==> src/rtl/serv_bus_arbiter.sv <==
// serv_bus_arbiter: shares one Wishbone master port between SERV ibus and dbus.
// Registered round-robin grant, per-transfer lock and a no-ack watchdog.
module serv_bus_arbiter #(
    parameter int unsigned TIMEOUT  = 256,
    parameter logic [31:0] ERR_DATA = 32'h0000_0000
) (
    input  logic        clk,
    input  logic        i_rst_n,
    input  logic [31:0] i_ibus_adr,
    input  logic        i_ibus_cyc,
    output logic [31:0] o_ibus_rdt,
    output logic        o_ibus_ack,
    input  logic [31:0] i_dbus_adr,
    input  logic [31:0] i_dbus_dat,
    input  logic [3:0]  i_dbus_sel,
    input  logic        i_dbus_we,
    input  logic        i_dbus_cyc,
    output logic [31:0] o_dbus_rdt,
    output logic        o_dbus_ack,
    output logic [31:0] o_wb_adr,
    output logic [31:0] o_wb_dat,
    output logic [3:0]  o_wb_sel,
    output logic        o_wb_we,
    output logic        o_wb_cyc,
    input  logic [31:0] i_wb_rdt,
    input  logic        i_wb_ack,
    output logic        o_timeout
);

    localparam int CW = (TIMEOUT > 0) ? $clog2(TIMEOUT + 1) : 1;
    localparam logic [CW-1:0] CNT_MAX  = {CW{1'b1}};
    localparam logic [CW-1:0] CNT_LAST =
        (TIMEOUT > 0) ? CW'(TIMEOUT - 1) : '0;
    localparam bit WDOG_EN = (TIMEOUT > 0);

    typedef enum logic [1:0] {
        S_IDLE,
        S_IBUS,
        S_DBUS
    } state_t;

    state_t        state;
    state_t        state_n;
    logic          last_d;
    logic          last_d_n;
    logic [CW-1:0] cnt;
    logic [CW-1:0] cnt_n;
    logic [31:0]   adr_n;
    logic [31:0]   dat_n;
    logic [3:0]    sel_n;
    logic          we_n;
    logic          cyc_n;
    logic          pick_d;
    logic          req;
    logic          expire;
    logic          done;
    logic [31:0]   rdt;

    always_ff @(posedge clk or negedge i_rst_n) begin
        if (!i_rst_n) begin
            state    <= S_IDLE;
            last_d   <= 1'b0;
            cnt      <= '0;
            o_wb_adr <= '0;
            o_wb_dat <= '0;
            o_wb_sel <= '0;
            o_wb_we  <= 1'b0;
            o_wb_cyc <= 1'b0;
        end else begin
            state    <= state_n;
            last_d   <= last_d_n;
            cnt      <= cnt_n;
            o_wb_adr <= adr_n;
            o_wb_dat <= dat_n;
            o_wb_sel <= sel_n;
            o_wb_we  <= we_n;
            o_wb_cyc <= cyc_n;
        end
    end

    always_comb begin
        state_n    = state;
        last_d_n   = last_d;
        cnt_n      = cnt;
        adr_n      = o_wb_adr;
        dat_n      = o_wb_dat;
        sel_n      = o_wb_sel;
        we_n       = o_wb_we;
        cyc_n      = o_wb_cyc;
        o_ibus_ack = 1'b0;
        o_dbus_ack = 1'b0;
        o_ibus_rdt = i_wb_rdt;
        o_dbus_rdt = i_wb_rdt;
        o_timeout  = 1'b0;
        pick_d     = i_dbus_cyc & (~i_ibus_cyc | ~last_d);
        req        = (state == S_DBUS) ? i_dbus_cyc : i_ibus_cyc;
        expire     = WDOG_EN && (cnt == CNT_LAST);
        done       = 1'b0;
        rdt        = i_wb_rdt;

        unique case (state)
            S_IDLE: begin
                if (i_ibus_cyc | i_dbus_cyc) begin
                    cyc_n    = 1'b1;
                    cnt_n    = '0;
                    last_d_n = pick_d;
                    if (pick_d) begin
                        state_n = S_DBUS;
                        adr_n   = i_dbus_adr;
                        dat_n   = i_dbus_dat;
                        sel_n   = i_dbus_sel;
                        we_n    = i_dbus_we;
                    end else begin
                        state_n = S_IBUS;
                        adr_n   = i_ibus_adr;
                        dat_n   = '0;
                        sel_n   = 4'hf;
                        we_n    = 1'b0;
                    end
                end
            end
            S_IBUS, S_DBUS: begin
                // a real ack beats both abort and watchdog expiry
                if (i_wb_ack) begin
                    done = 1'b1;
                end else if (!req) begin
                    state_n = S_IDLE;
                    cyc_n   = 1'b0;
                end else if (expire) begin
                    done      = 1'b1;
                    rdt       = ERR_DATA;
                    o_timeout = 1'b1;
                end else if (WDOG_EN && (cnt != CNT_MAX)) begin
                    cnt_n = cnt + 1'b1;
                end
                if (done) begin
                    state_n = S_IDLE;
                    cyc_n   = 1'b0;
                    if (state == S_DBUS) begin
                        o_dbus_ack = 1'b1;
                        o_dbus_rdt = rdt;
                    end else begin
                        o_ibus_ack = 1'b1;
                        o_ibus_rdt = rdt;
                    end
                end
            end
            default: begin
                state_n = S_IDLE;
                cyc_n   = 1'b0;
            end
        endcase
    end

endmodule

==> config.mk <==
export PLATFORM = sky130hd
export DESIGN_NAME = serv_bus_arbiter
export DESIGN_NICKNAME = d
export VERILOG_FILES = /design/src/rtl/serv_bus_arbiter.sv
export SDC_FILE = /design/constraint.sdc
export NUM_CORES = 1
export LEC_CHECK = 0
export CAP_MARGIN = 20
export CORE_AREA = 8 8 115 117
export CTS_BUF_LIST = sky130_fd_sc_hd__clkbuf_16
export DETAILED_ROUTE_END_ITERATION = 16
export DIE_AREA = 0 0 123 125
export PLACE_DENSITY = 0.81
export SYNTH_ARGS = -nofsm -noshare
export SYNTH_HDL_FRONTEND = slang
export SYNTH_SLANG_ARGS = --single-unit
==> constraint.sdc <==
create_clock -name clk -period 2.7 [get_ports clk]
set_input_delay 0.27 -clock clk [delete_from_list [all_inputs] [get_ports clk]]
set_output_delay 0.27 -clock clk [all_outputs]
set_load 0.005 [all_outputs]
# Yosys cells after proc, flatten, opt, wreduce, memory -nomap -nowiden
# Index checks and enable logic that the tools add are counted.
[op_classes] addsub=1 eq_ne=11 reduce_logical=6 bitwise_logic=5 muxes=43
[ops] op="2-to-1 mux 32 bit" count=11
[ops] op="2-to-1 mux 9 bit" count=5
[ops] op="2-to-1 mux 1 bit" count=18
[ops] op="case mux 9 bit (2 select lines)" count=1
[ops] op="2-to-1 mux 2 bit" count=5
[ops] op="inequality test 2 bit (second input constant)" count=5
[ops] op="adder 9 x 1 -> 9 bit (second input constant)" count=1
[ops] op="== test 9 x 8 -> 1 bit (second input constant)" count=1
[ops] op="inequality test 9 bit (second input constant)" count=1
[ops] op="inequality test 3 bit (second input constant)" count=2
[ops] op="AND reduction 6 bit" count=1
[ops] op="2-to-1 mux 4 bit" count=1
[ops] op="case mux 2 bit (2 select lines)" count=1
[ops] op="AND reduction 3 bit" count=1
[ops] op="== test 2 x 1 -> 1 bit (second input constant)" count=1
[ops] op="== test 2 bit (second input constant)" count=1
[ops] op="zero test 2 bit" count=1
[ops] op="inverter 1 bit" count=2
[ops] op="bitwise OR 1 bit" count=2
[ops] op="case mux 1 bit (2 select lines)" count=1
[ops] op="AND reduction 2 bit" count=1
[ops] op="nonzero test 2 bit" count=1
[ops] op="OR reduction 2 bit" count=1
[ops] op="bitwise AND 1 bit" count=1
[totals] input_bits=138 out_inout_bits=137 reg_bits=82 wordCells=74

# Depth between registers and ports, before layout
# Gate-level depths: netlist (run 1).
[depth] depth_word=7 ltp_mapped=9 mapped_depth_nobuf=8

# Least setup slack after synthesis (run 1)
# Ideal clock, no wire load.
[synth_path] path_kind="register -> register" start="register cnt[0]" end="register cnt[5]" arrival_time_ns=2.181 synth_period_minus_slack_ns=2.264 path_buffers=1 path_stages_with_launch=10 t_required_ns=2.617 path_slack_ns=0.436 path_cell_list="dfrtp_1 ha_1 nand3_1 nor2_1 ha_1 or3_1 o21a_1 buf_6 or4_1 o21ai_0"
[synth_via] elab_chain_cells=6 elab_cells_between_ends=11 cone_classes="add/sub (1); eq/ne (4); mux (5); reduce/logical (1)"
[synth_lines] element="start, declared" line="46" rtl="logic [CW-1:0] cnt;"
[synth_lines] element="start signal, assigned" line="72" rtl="cnt <= cnt_n;"
[synth_lines] element="adder 9 x 1 -> 9 bit" line="134" rtl="cnt_n = cnt + 1'b1;"
[synth_lines] element="2-to-1 mux 9 bit" line="133" rtl="end else if (WDOG_EN && (cnt != CNT_MAX)) begin"
[synth_lines] element="2-to-1 mux 9 bit" line="129" rtl="end else if (expire) begin"
[synth_lines] element="2-to-1 mux 9 bit" line="126" rtl="end else if (!req) begin"
[synth_lines] element="2-to-1 mux 9 bit" line="124" rtl="if (i_wb_ack) begin"
[synth_lines] element="case mux 9 bit (2 select lines)" line="101" rtl="unique case (state)"
# Several ways; a longest one is shown, not always the timed one. The select of a mux whose other input is x is not followed.
# A chain may end at the register's enable or synchronous reset.

# Worst setup path in the final report (run 1)
[layout_path] start="register state[0]" end="output o_ibus_rdt[11]"
[layout_via] elab_chain_cells=7 elab_cells_between_ends=12 cone_classes="eq/ne (2); mux (9); reduce/logical (1)"
[layout_lines] element="start, declared" line="42" rtl="state_t state;"
[layout_lines] element="start signal, assigned" line="70" rtl="state <= state_n;"
[layout_lines] element="== test 2 bit" line="96, 101, 139"
[layout_lines] element="2-to-1 mux 1 bit" line="96" rtl="req = (state == S_DBUS) ? i_dbus_cyc : i_ibus_cyc;"
[layout_lines] element="2-to-1 mux 32 bit or 2-to-1 mux 1 bit (tied branches)" line="126"
[layout_lines] element="2-to-1 mux 32 bit or 2-to-1 mux 1 bit (tied branches)" line="124"
[layout_lines] element="2-to-1 mux 32 bit or 2-to-1 mux 1 bit (tied branches)" line="139, 101"
[layout_lines] element="2-to-1 mux 32 bit" line="136" rtl="if (done) begin"
[layout_lines] element="2-to-1 mux 32 bit *" line="101"
[layout_lines] element="end, declared" line="11" rtl="output logic [31:0] o_ibus_rdt,"
# Mark *: on every way between the ends. The rest lies on a longest branch, timed or not. The select of a mux whose other input is x is not followed.

==> results of run 1 <==
## area by class of cell
cell class,instances,share of cell area [%]
sequential,82,27.38
inverter,5,0.2505
clock inverter,7,0.8516
timing repair buffer,306,40.31
clock buffer,9,3.006
multi-input combinational,277,25.75
tap,147,2.454
## power by group through the flow
| stage | clock (W) | sequential (W) | combinational, W |
|---|---|---|---|
| floorplan | 0 | 0.00209 | 0.00124 |
| global placement | 0 | 0.00206 | 0.00298 |
| detailed placement | 0 | 0.00207 | 0.00304 |
| CTS | 0.00120 | 0.00207 | 0.00304 |
| global route | 0.00126 | 0.00213 | 0.00332 |
| finish | 0.00116 | 0.00207 | 0.00303 |
## metal layers
| layer | up-vias | share of wire [%] | GRT usage [%] |
|---|---|---|---|
| li1 | 1954 | - | - |
| met1 | 1906 | 37 | 20.26 |
| met2 | 206 | 50 | 33.47 |
| met3 | 29 | 11 | 7.876 |
| met4 | 0 | 2.5 | 7.867 |
| met5 | - | 0 | 0 |
## worst paths after layout
| check | start | endpoint | slack, ns | cells past startpoint |
|---|---|---|---|---|
| setup / recovery | state[0] | o_ibus_rdt[11] | 0.06 | 10 |
| hold / removal | i_rst_n | state[0] | 0.45 | 2 |
| setup reg to reg | cnt[1] | cnt[5] | 0.25 | 9 |
| hold reg to reg | o_wb_adr[10] | o_wb_adr[10] | 0.48 | 2 |
| max in group asynchronous | i_rst_n | o_wb_adr[2] | 1.67 | 3 |
| min in group clk | o_wb_adr[10] | o_wb_adr[10] | 0.48 | 2 |
## through the flow
step	worst slack (ns)	utilization [%]	instance area, um2	total power [W]
after floorplan	0.4364	-	4040	0.003333
after global placement	-0.2038	60.39	7012	0.005044
after detailed placement	-0.4102	60.39	7012	0.005111
after CTS	-0.1122	63.44	7366	0.006308
after global routing	-0.01791	64.54	7493	0.006705
final	0.06228	64.54	7493	0.006262
## cells in the final DEF (no fill, tap or decap), types with 13 or more instances in the layout
cell / n
nor2b_1: 33
mux2i_1: 33
dlymetal6s2s_1: 13
and2_1: 34
nand2_1: 41
a22o_1: 34
dlygate4sd2_1: 35
o21ai_0: 46
buf_4: 25
clkdlybuf4s50_1: 209
dfrtp_1: 82
## registers in the layout, indices dropped and copies added, names as in the netlist
| signal | flops |
|---|---|
| last_d | 1 |
| o_wb_adr | 32 |
| o_wb_we | 1 |
| state | 2 |
| o_wb_sel | 4 |
| o_wb_cyc | 1 |
| cnt | 9 |
| o_wb_dat | 32 |
## cells by family (layout without fill, tap and decap cells)
| kind of cell | count (synthesis) | after routing |
|---|---|---|
| adders and majority gates | 5 | 5 |
| muxes | 34 | 34 |
| AOI/OAI and AO/OA | 101 | 101 |
| DFF | 82 | 82 |
| and+or+nand+nor | 136 | 137 |
| buffers and inverters | 34 | 327 |
## repair_timing
item,4_1_cts,5_1_grt
hold endpoints to repair,0,31
setup buffers,5,4
pin swaps,2,2
hold buffers,0,1
gates resized for setup,60,45
setup endpoints to repair,64,48
gates cloned,2,1
==> results.ini, run 1 <==
[outcome]
outcome = finished clean

[floorplan]
start_util_pct = 34.80
dieArea_mm2 = 0.01538
die_w_um = 123
rows = 40
design.portCount = 275
die_h_um = 125
core-area_mm2 = 0.01161

[pwr]
p_leak_nw = 3.387
combinationalPowerShare_pct = 48.4
p_switching_w = 0.002153
p_clk_share_pct = 18.6
switching_share_pct = 34.38
ir_worst_vdd_mv = 0.5296
pwr_density_cell_mw_per_mm2 = 835.7
p_int_w = 0.004109
seqPwrFrac_pct = 33.0

[sta]
setup_viol = 0
fin_skew_ns = 0.006437
min_period_over_period_pct = 97.69
whs_ns = 0.4500
max_freq_ghz = 0.3791
worst_slew_pin_slew_ns = 0.5447
slew_viol_final = 0
period_minus_slack_ns = 2.638
hold_viol = 0
fin_setup_tns_ns = 0
max_slew_margin_pct = 63.59

[clocking]
worstSkewPairLatency_ns = 0.33
htree_levels = 3
clk_path_buf_depth = 2
numCtsBuffers = 9
clockRootBuffer = clkbuf_16
cts_sinks = 82
tritoncts = done
clk_pin_slew_ns = 0.06

[synth]
yosysWarnings = 0
synth_adder_area_share_pct = 1.548
async_reset_ff_share_pct = 100.0
syn_inst = 392
syn-num-nets = 535
syn_area_mm2 = 0.004040
synth_most_common_cell = dfrtp_1
synthXorXnorAreaFrac_pct = 0
yosysTopAreaCellShare_pct = 50.79
ys_top_cells_by_area = dfrtp_1, mux2i_1, a22o_1
synth-edff-count = 0
synthSimpleGateAreaFrac_pct = 18.43
synth_top_family_by_area = simple AND/OR/NAND/NOR gates
synth_ff_type = dfrtp_1
synth_common_cells = dfrtp_1, o21ai_0, nand2_1
synth-compound-area-share_pct = 17.06
yosysUniqueCellTypes = 36
syn_avg_cell_area_um2 = 10.31
post-synth-top-area-cell = dfrtp_1
ys_seq_area_share_pct = 50.79
ys_seq_elements = 82
muxShareOfSynthArea_pct = 8.424

[cells_and_area]
num-nets-final = 824
multi_input_area_mm2 = 0.001929
n_fill_cell = 941
syn2layout_area_growth_pct = 85.48
antenna_cells = 0
regArea_mm2 = 0.002052
layout.cells.non_filler = 833
drive_above_1_share_pct = 10.79

[setup_path]
end_kind = primary output
crit_family = buffers and inverters
cp-start-kind = flip-flop
crit_fanout = 8
cp.arrival_ns = 2.37
path_class = reg -> out
worst_ep_required_time_ns = 2.43
crit_chain = inv_1, ha_2, mux2i_2, and4bb_2, buf_6, buf_4, nor2b_4, buf_12, nor2b_1, clkdlybuf4s15_1
max_stage_delay_ns = 0.38
crit_path_top_delay_cell = dfrtp_1
path_buf_inv = 5

[detailed_routing]
drcViolationCount = 0
dr.pass1.iters = 5
drt-wirelength-per-cell_um = 19.11
final_antenna_net_count = 0
vias = 4095
dr.first_iter.drc_count = 129
vias_per_cell = 4.916
wl_mm = 15.92

[place]
place_congestion = 0.9739
port_buffers = 274
numPlacedInstances = 803
post-dp-hpwl_mm = 12.32

[grt]
overflow = 0
grt.total_usage_pct = 19.36
antenna_found_initial = 0
grt_pass1_wl_mm = 23.36
grt_pass1_vias = 4284
grt_max_degree = 83

[job]
maxCapViolCount = 0

[hold_path]
hp-class = in -> async

Note: power is estimated with default switching activity, not from simulation.
==> inputs of run 2 (changes only) <==
==> config.mk (replaced) <==
export PLATFORM = sky130hd
export DESIGN_NAME = serv_bus_arbiter
export DESIGN_NICKNAME = d
export VERILOG_FILES = /design/src/rtl/serv_bus_arbiter.sv
export SDC_FILE = /design/constraint.sdc
export NUM_CORES = 1
export LEC_CHECK = 0
export ABC_AREA = 1
export CAP_MARGIN = 20
export CORE_AREA = 8 8 117 119
export CTS_BUF_LIST = sky130_fd_sc_hd__clkbuf_16
export DETAILED_ROUTE_END_ITERATION = 16
export DIE_AREA = 0 0 125 127
export PLACE_DENSITY = 0.79
export SYNTH_ARGS = -nofsm -noshare
export SYNTH_HDL_FRONTEND = slang
export SYNTH_SLANG_ARGS = --single-unit
==> run 2 against run 1 <==
Compared with the run above: sequential cell count is the same; combinational power grew 4%; count of clock-buffer cells in the layout is the same; register-to-register slack gained 0.54 ns; synthesized area grew 2.8%; non-clock buffer count shrank 9; clock power grew 28%; wire length grew 5.1%; sequential share of layout area shrank 0.25 points; fmax grew 1.9%; power grew 6.9%.
==> results.ini, run 2 <==
[floorplan]
core-area_mm2 = 0.01181
die_w_um = 125
design.portCount = 275
dieArea_mm2 = 0.01588
die_h_um = 127
start_util_pct = 35.16
rows = 40

[synth]
syn_area_mm2 = 0.004153
yosysUniqueCellTypes = 26
synth_most_common_cell = nand2_1
yosysWarnings = 0
post-synth-top-area-cell = dfrtp_1
syn_inst = 504
ys_seq_elements = 82
synth_ff_type = dfrtp_1
synth_common_cells = nand2_1, dfrtp_1, inv_1
syn-num-nets = 647
ys_top_cells_by_area = dfrtp_1, nand2_1, a22o_1
ys_seq_area_share_pct = 49.41
syn_avg_cell_area_um2 = 8.240
async_reset_ff_share_pct = 100.0
synth-edff-count = 0
yosysTopAreaCellShare_pct = 49.41

[sta]
setup_viol = 0
min_period_over_period_pct = 95.89
period_minus_slack_ns = 2.589
max_freq_ghz = 0.3862
hold_viol = 0
slew_viol_final = 0
whs_ns = 0.4624
max_slew_margin_pct = 36.45
worst_slew_pin_slew_ns = 0.9521
fin_skew_ns = 0.009809
rsz0062_at_grt = yes

[clocking]
numCtsBuffers = 9
cts_sinks = 82
clk_path_buf_depth = 2
worstSkewPairLatency_ns = 0.33
htree_levels = 3
tritoncts = done
clockRootBuffer = clkbuf_16
clk_pin_slew_ns = 0.06

[grt]
grt.total_usage_pct = 19.47
antenna_found_initial = 0
grt_pass1_vias = 4592
grt_max_degree = 83
grt_pass1_wl_mm = 24.91
overflow = 0

[cells_and_area]
drive_above_1_share_pct = 21.01
mostFrequentLayoutCells = clkdlybuf4s50_1, nand2_1, dfrtp_1, inv_1, o21ai_0
syn2layout_area_growth_pct = 82.13
n_fill_cell = 957
antenna_cells = 0
top_regs = o_wb_adr: 32 flops, o_wb_dat: 32 flops, cnt: 9 flops
layout_commonest_cell = clkdlybuf4s50_1
num-nets-final = 933
fin_area_mm2 = 0.007564

[pwr]
p_leak_nw = 3.640
pwr_density_cell_mw_per_mm2 = 885.0
power_w = 0.006693
ir_worst_vdd_mv = 0.5380

[detailed_routing]
vias_per_cell = 4.873
final_antenna_net_count = 0
dr.pass1.iters = 4
dr.first_iter.drc_count = 184
wl_mm = 16.74
drcViolationCount = 0
vias = 4590
drt-wirelength-per-cell_um = 17.77

[place]
port_buffers = 274
post-dp-hpwl_mm = 12.21
place_congestion = 0.8598
postPlaceCellArea_mm2 = 0.006918

[setup_path]
cp-start-kind = flip-flop
crit_fanout = 7
cp.arrival_ns = 2.32
path_class = reg -> out
worst_ep_required_time_ns = 2.43
end_kind = primary output

[outcome]
outcome = finished clean

[hold_path]
hp-class = in -> async

[job]
maxCapViolCount = 0

## run 2: changes by cell type in the layout (fill, tap and decap cells not counted), sizes merged, moves of 28 or more
cell,delta
inv,+69
nor2b,-35
and2,-34
nand2,+98
nor2,+29
o21ai,+29
mux2i,-34
clkbuf,+28
## run 2: final timing paths
path,startpoint,to,slack [ns],cells after the start
max,cnt[1],o_ibus_rdt[21],0.11,13
min,i_rst_n,o_wb_dat[5],0.46,2
max reg2reg,cnt[0],cnt[8],0.79,15
min reg2reg,o_wb_cyc,o_wb_cyc,0.48,2
max in group asynchronous,i_rst_n,state[1],1.64,3
min in group clk,o_wb_cyc,o_wb_cyc,0.48,2
## run 2: logic make-up (layout without fill, tap and decap cells)
| logic type | count (synthesis) | in the layout | share of synthesized area, % |
|---|---|---|---|
| DFF | 82 | 82 | 49.41 |
| adders and majority gates | 5 | 5 | 1.506 |
| and+or+nand+nor | 190 | 196 | 18.83 |
| buffers and inverters | 108 | 393 | 11.96 |
| AOI/OAI and AO/OA | 119 | 119 | 18.29 |
## run 2: routing by layer
layer / wire length, um / GRT usage [%] / part of all wire, % / vias to the layer above
met5: 0 / 0 / 0 / -
met4: 599 / 7.880 / 3.6 / 0
met3: 1308 / 6.697 / 7.8 / 33
met2: 8573 / 35.86 / 51 / 207
met1: 6255 / 19.89 / 37 / 2173
li1: - / - / - / 2177
## run 2: area by class of cell
| class | count | area [um2] | area share [%] |
|---|---|---|---|
| Timing Repair Buffer | 297 | 2779 | 36.74 |
| Sequential cell | 82 | 2052 | 27.13 |
| Multi-Input combinational cell | 320 | 1879 | 24.85 |
| Inverter | 80 | 302.8 | 4.003 |
| Clock buffer | 9 | 225.2 | 2.978 |
| Tap cell | 147 | 183.9 | 2.432 |
| Clock inverter | 7 | 141.4 | 1.869 |
## run 2: power breakdown
group | total, W | switching [W] | internal (W) | leakage (nW)
logic | 0.00314 | 0.00148 | 0.00165 | 2.44
registers | 0.00208 | 0.000304 | 0.00177 | 1.03
clock network | 0.00148 | 0.000483 | 0.000997 | 0.176
## run 2: stage by stage
step	instances	setup WS, ns	utilization (%)	setup TNS, ns
2_1_floorplan	504	0.7676	-	0
3_3_place_gp	902	0.1703	58.57	0
3_5_place_dp	902	0.05653	58.57	0
4_1_cts	933	-0.05435	62.79	-0.3243
5_1_grt	942	-0.05448	64.04	-1.015
6_report	942	0.1110	64.04	0
## run 2: worst max-delay path, stage by stage, from the launching register on
cell and delay, ns:
dfrtp_1 0.36, ha_2 0.20, nand2_2 0.08, nor2_1 0.11, nand2_1 0.08, nor2_2 0.12
ha_2 0.20, nand3_2 0.09, nor2_4 0.11, buf_12 0.17, nand2_4 0.10, nand2_1 0.08
inv_1 0.04, dlygate4sd2_1 0.26
## run 2: timing repair
item                                    CTS  global route
hold endpoints to repair                  0            34
pin swaps                                 9            31
hold buffers                              0             1
endpoints found under the setup margin   67            64
resized for setup                        96           165
setup buffers                            13             3
gates cloned                              2             4
==> inputs of run 3 (changes only) <==
--- a/config.mk
+++ b/config.mk
@@ -12,6 +12,7 @@
 export DETAILED_ROUTE_END_ITERATION = 16
 export DIE_AREA = 0 0 125 127
 export PLACE_DENSITY = 0.79
+export SKIP_CTS_REPAIR_TIMING = 1
 export SYNTH_ARGS = -nofsm -noshare
 export SYNTH_HDL_FRONTEND = slang
 export SYNTH_SLANG_ARGS = --single-unit
==> run 3 against run 2 <==
Compared with the run above: sequential power hardly changed; largest cell class unchanged; register-to-register slack worse by 0.08 ns; power is 0.30% higher; sequential cell count stayed put; the flow now finishes with violations (negative setup slack); first-iteration DRC count is 11% higher; sequential share of layout area is 0.86 points lower; non-clock buffer count is 6 higher; worst setup slack worse by 0.22 ns; clock skew is 0.00084 ns lower; clock power hardly changed; critical path depth is 2 higher.
==> results.ini, run 3 (synthesis results as in run 2) <==
[outcome]
outcome = complete, but fails checks
violations = negative setup slack

[floorplan]
die_w_um = 125
die_h_um = 127
core-area_mm2 = 0.01181
rows = 40
dieArea_mm2 = 0.01588
start_util_pct = 35.16
design.portCount = 275

[grt]
overflow = 0
grt.total_usage_pct = 18.57
grt_pass1_vias = 4398
grt_max_degree = 83
antenna_found_initial = 0
grt_pass1_wl_mm = 23.80

[cells_and_area]
layout_commonest_cell = clkdlybuf4s50_1
syn2layout_area_growth_pct = 88.13
n_fill_cell = 930
mostFrequentLayoutCells = clkdlybuf4s50_1, nand2_1, dfrtp_1, inv_1, o21ai_0
regArea_mm2 = 0.002052
top_regs = o_wb_adr: 32 flops, o_wb_dat: 32 flops, cnt: 9 flops
multi_input_area_mm2 = 0.001879
antenna_cells = 0
num-nets-final = 938
drive_above_1_share_pct = 19.00

[place]
post-dp-hpwl_mm = 12.21
place_congestion = 0.8598
pre_cts_ws_ns = 0.05653
port_buffers = 274

[sta]
min_period_over_period_pct = 104.2
setup_viol = 28
slew_viol_final = 0
rsz0062_at_grt = yes
hold_viol = 0
fin_setup_tns_ns = -1.822
max_freq_ghz = 0.3555
postLayoutSetupSlackWorst_ns = -0.1127
max_slew_margin_pct = 36.43
fin_skew_ns = 0.008969
worst_slew_pin_slew_ns = 0.9524
period_minus_slack_ns = 2.813
whs_ns = 0.4588

[detailed_routing]
drt-wirelength-per-cell_um = 17.92
vias_per_cell = 4.908
dr.first_iter.drc_count = 205
drcViolationCount = 0
dr.pass1.iters = 4
wl_mm = 16.97
vias = 4648
final_antenna_net_count = 0

[clocking]
clk_pin_slew_ns = 0.06
numCtsBuffers = 9
cts_sinks = 82
tritoncts = done
clockRootBuffer = clkbuf_16
clk_path_buf_depth = 2
worstSkewPairLatency_ns = 0.33
htree_levels = 3

[setup_path]
crit_chain = ha_2, nand2_2, nor2_1, nand2_1, nor2_2, ha_2, nand3_2, nor2_4, buf_12, buf_6, buf_6, nand2_8, nand2_2, inv_1, clkbuf_2
max_stage_delay_ns = 0.39
r2r-end = cnt[5]
worstSetupEndpoint = o_dbus_rdt[9]
path_buf_inv = 5
crit_path_top_delay_cell = dfrtp_1
ff2ff_setup_slack_ns = 0.71
crit_cells = 15
r2r_cells = 14
cp-start-kind = flip-flop
cp.arrival_ns = 2.54
worst_ep_required_time_ns = 2.43
crit_start = cnt[0]
end_kind = primary output
crit_fanout = 8
path_class = reg -> out
timing.rr.start = cnt[0]
crit_family = simple AND/OR/NAND/NOR gates

[hold_path]
hp-class = in -> async

[pwr]
ir_worst_vdd_mv = 0.5398
pwr_density_cell_mw_per_mm2 = 859.3
p_leak_nw = 3.955

[job]
maxCapViolCount = 0

==> run 3: area by class of cell <==
cell class / count / area share (%)
Clock buffer: 9 / 2.883
Clock inverter: 7 / 1.810
Inverter: 80 / 3.876
Multi-Input combinational cell: 319 / 24.06
Sequential cell: 82 / 26.27
Tap cell: 147 / 2.354
Timing Repair Buffer: 303 / 38.76
==> run 3: metrics by stage <==
| stage | std cells | instance area, um2 | total power [W] | utilization [%] |
|---|---|---|---|---|
| 2_1_floorplan | 504 | 4153 | 0.003464 | - |
| 5_1_grt | 947 | 7812 | 0.007152 | 66.14 |
| 4_1_cts | 918 | 7284 | 0.006678 | 61.67 |
| 3_3_place_gp | 902 | 6918 | 0.005072 | 58.57 |
| 6_report | 947 | 7812 | 0.006713 | 66.14 |
| 3_5_place_dp | 902 | 6918 | 0.005156 | 58.57 |
==> run 3: worst min-delay path by stage <==
stage / cells after the start / slack [ns] / startpoint / to
2_1_floorplan: 0 / -0.03 / i_rst_n / cnt[0]
3_5_place_dp: 2 / 0.47 / o_wb_cyc / o_wb_cyc
4_1_cts: 1 / 0.15 / i_rst_n / o_wb_we
6_report: 2 / 0.46 / i_rst_n / o_wb_dat[5]
5_1_grt: 2 / 0.50 / i_rst_n / o_wb_dat[6]
3_3_place_gp: 2 / 0.46 / o_wb_cyc / o_wb_cyc
==> run 3: report_power, final <==
part	total (W)	internal (W)	leakage [nW]	switching, W
sequential	0.00208	0.00177	1.03	0.000309
clock	0.00148	0.000997	0.176	0.000483
combinational	0.00315	0.00167	2.75	0.00148
total	0.00671	0.00444	3.96	0.00228
==> run 3: per-layer routing <==
metal	track usage, %	vias up	part of all wire [%]
met5	0	-	0
met3	6.572	21	7.9
met1	19.40	2229	37
met4	6.877	0	2.3
met2	33.78	212	53
li1	-	2186	-
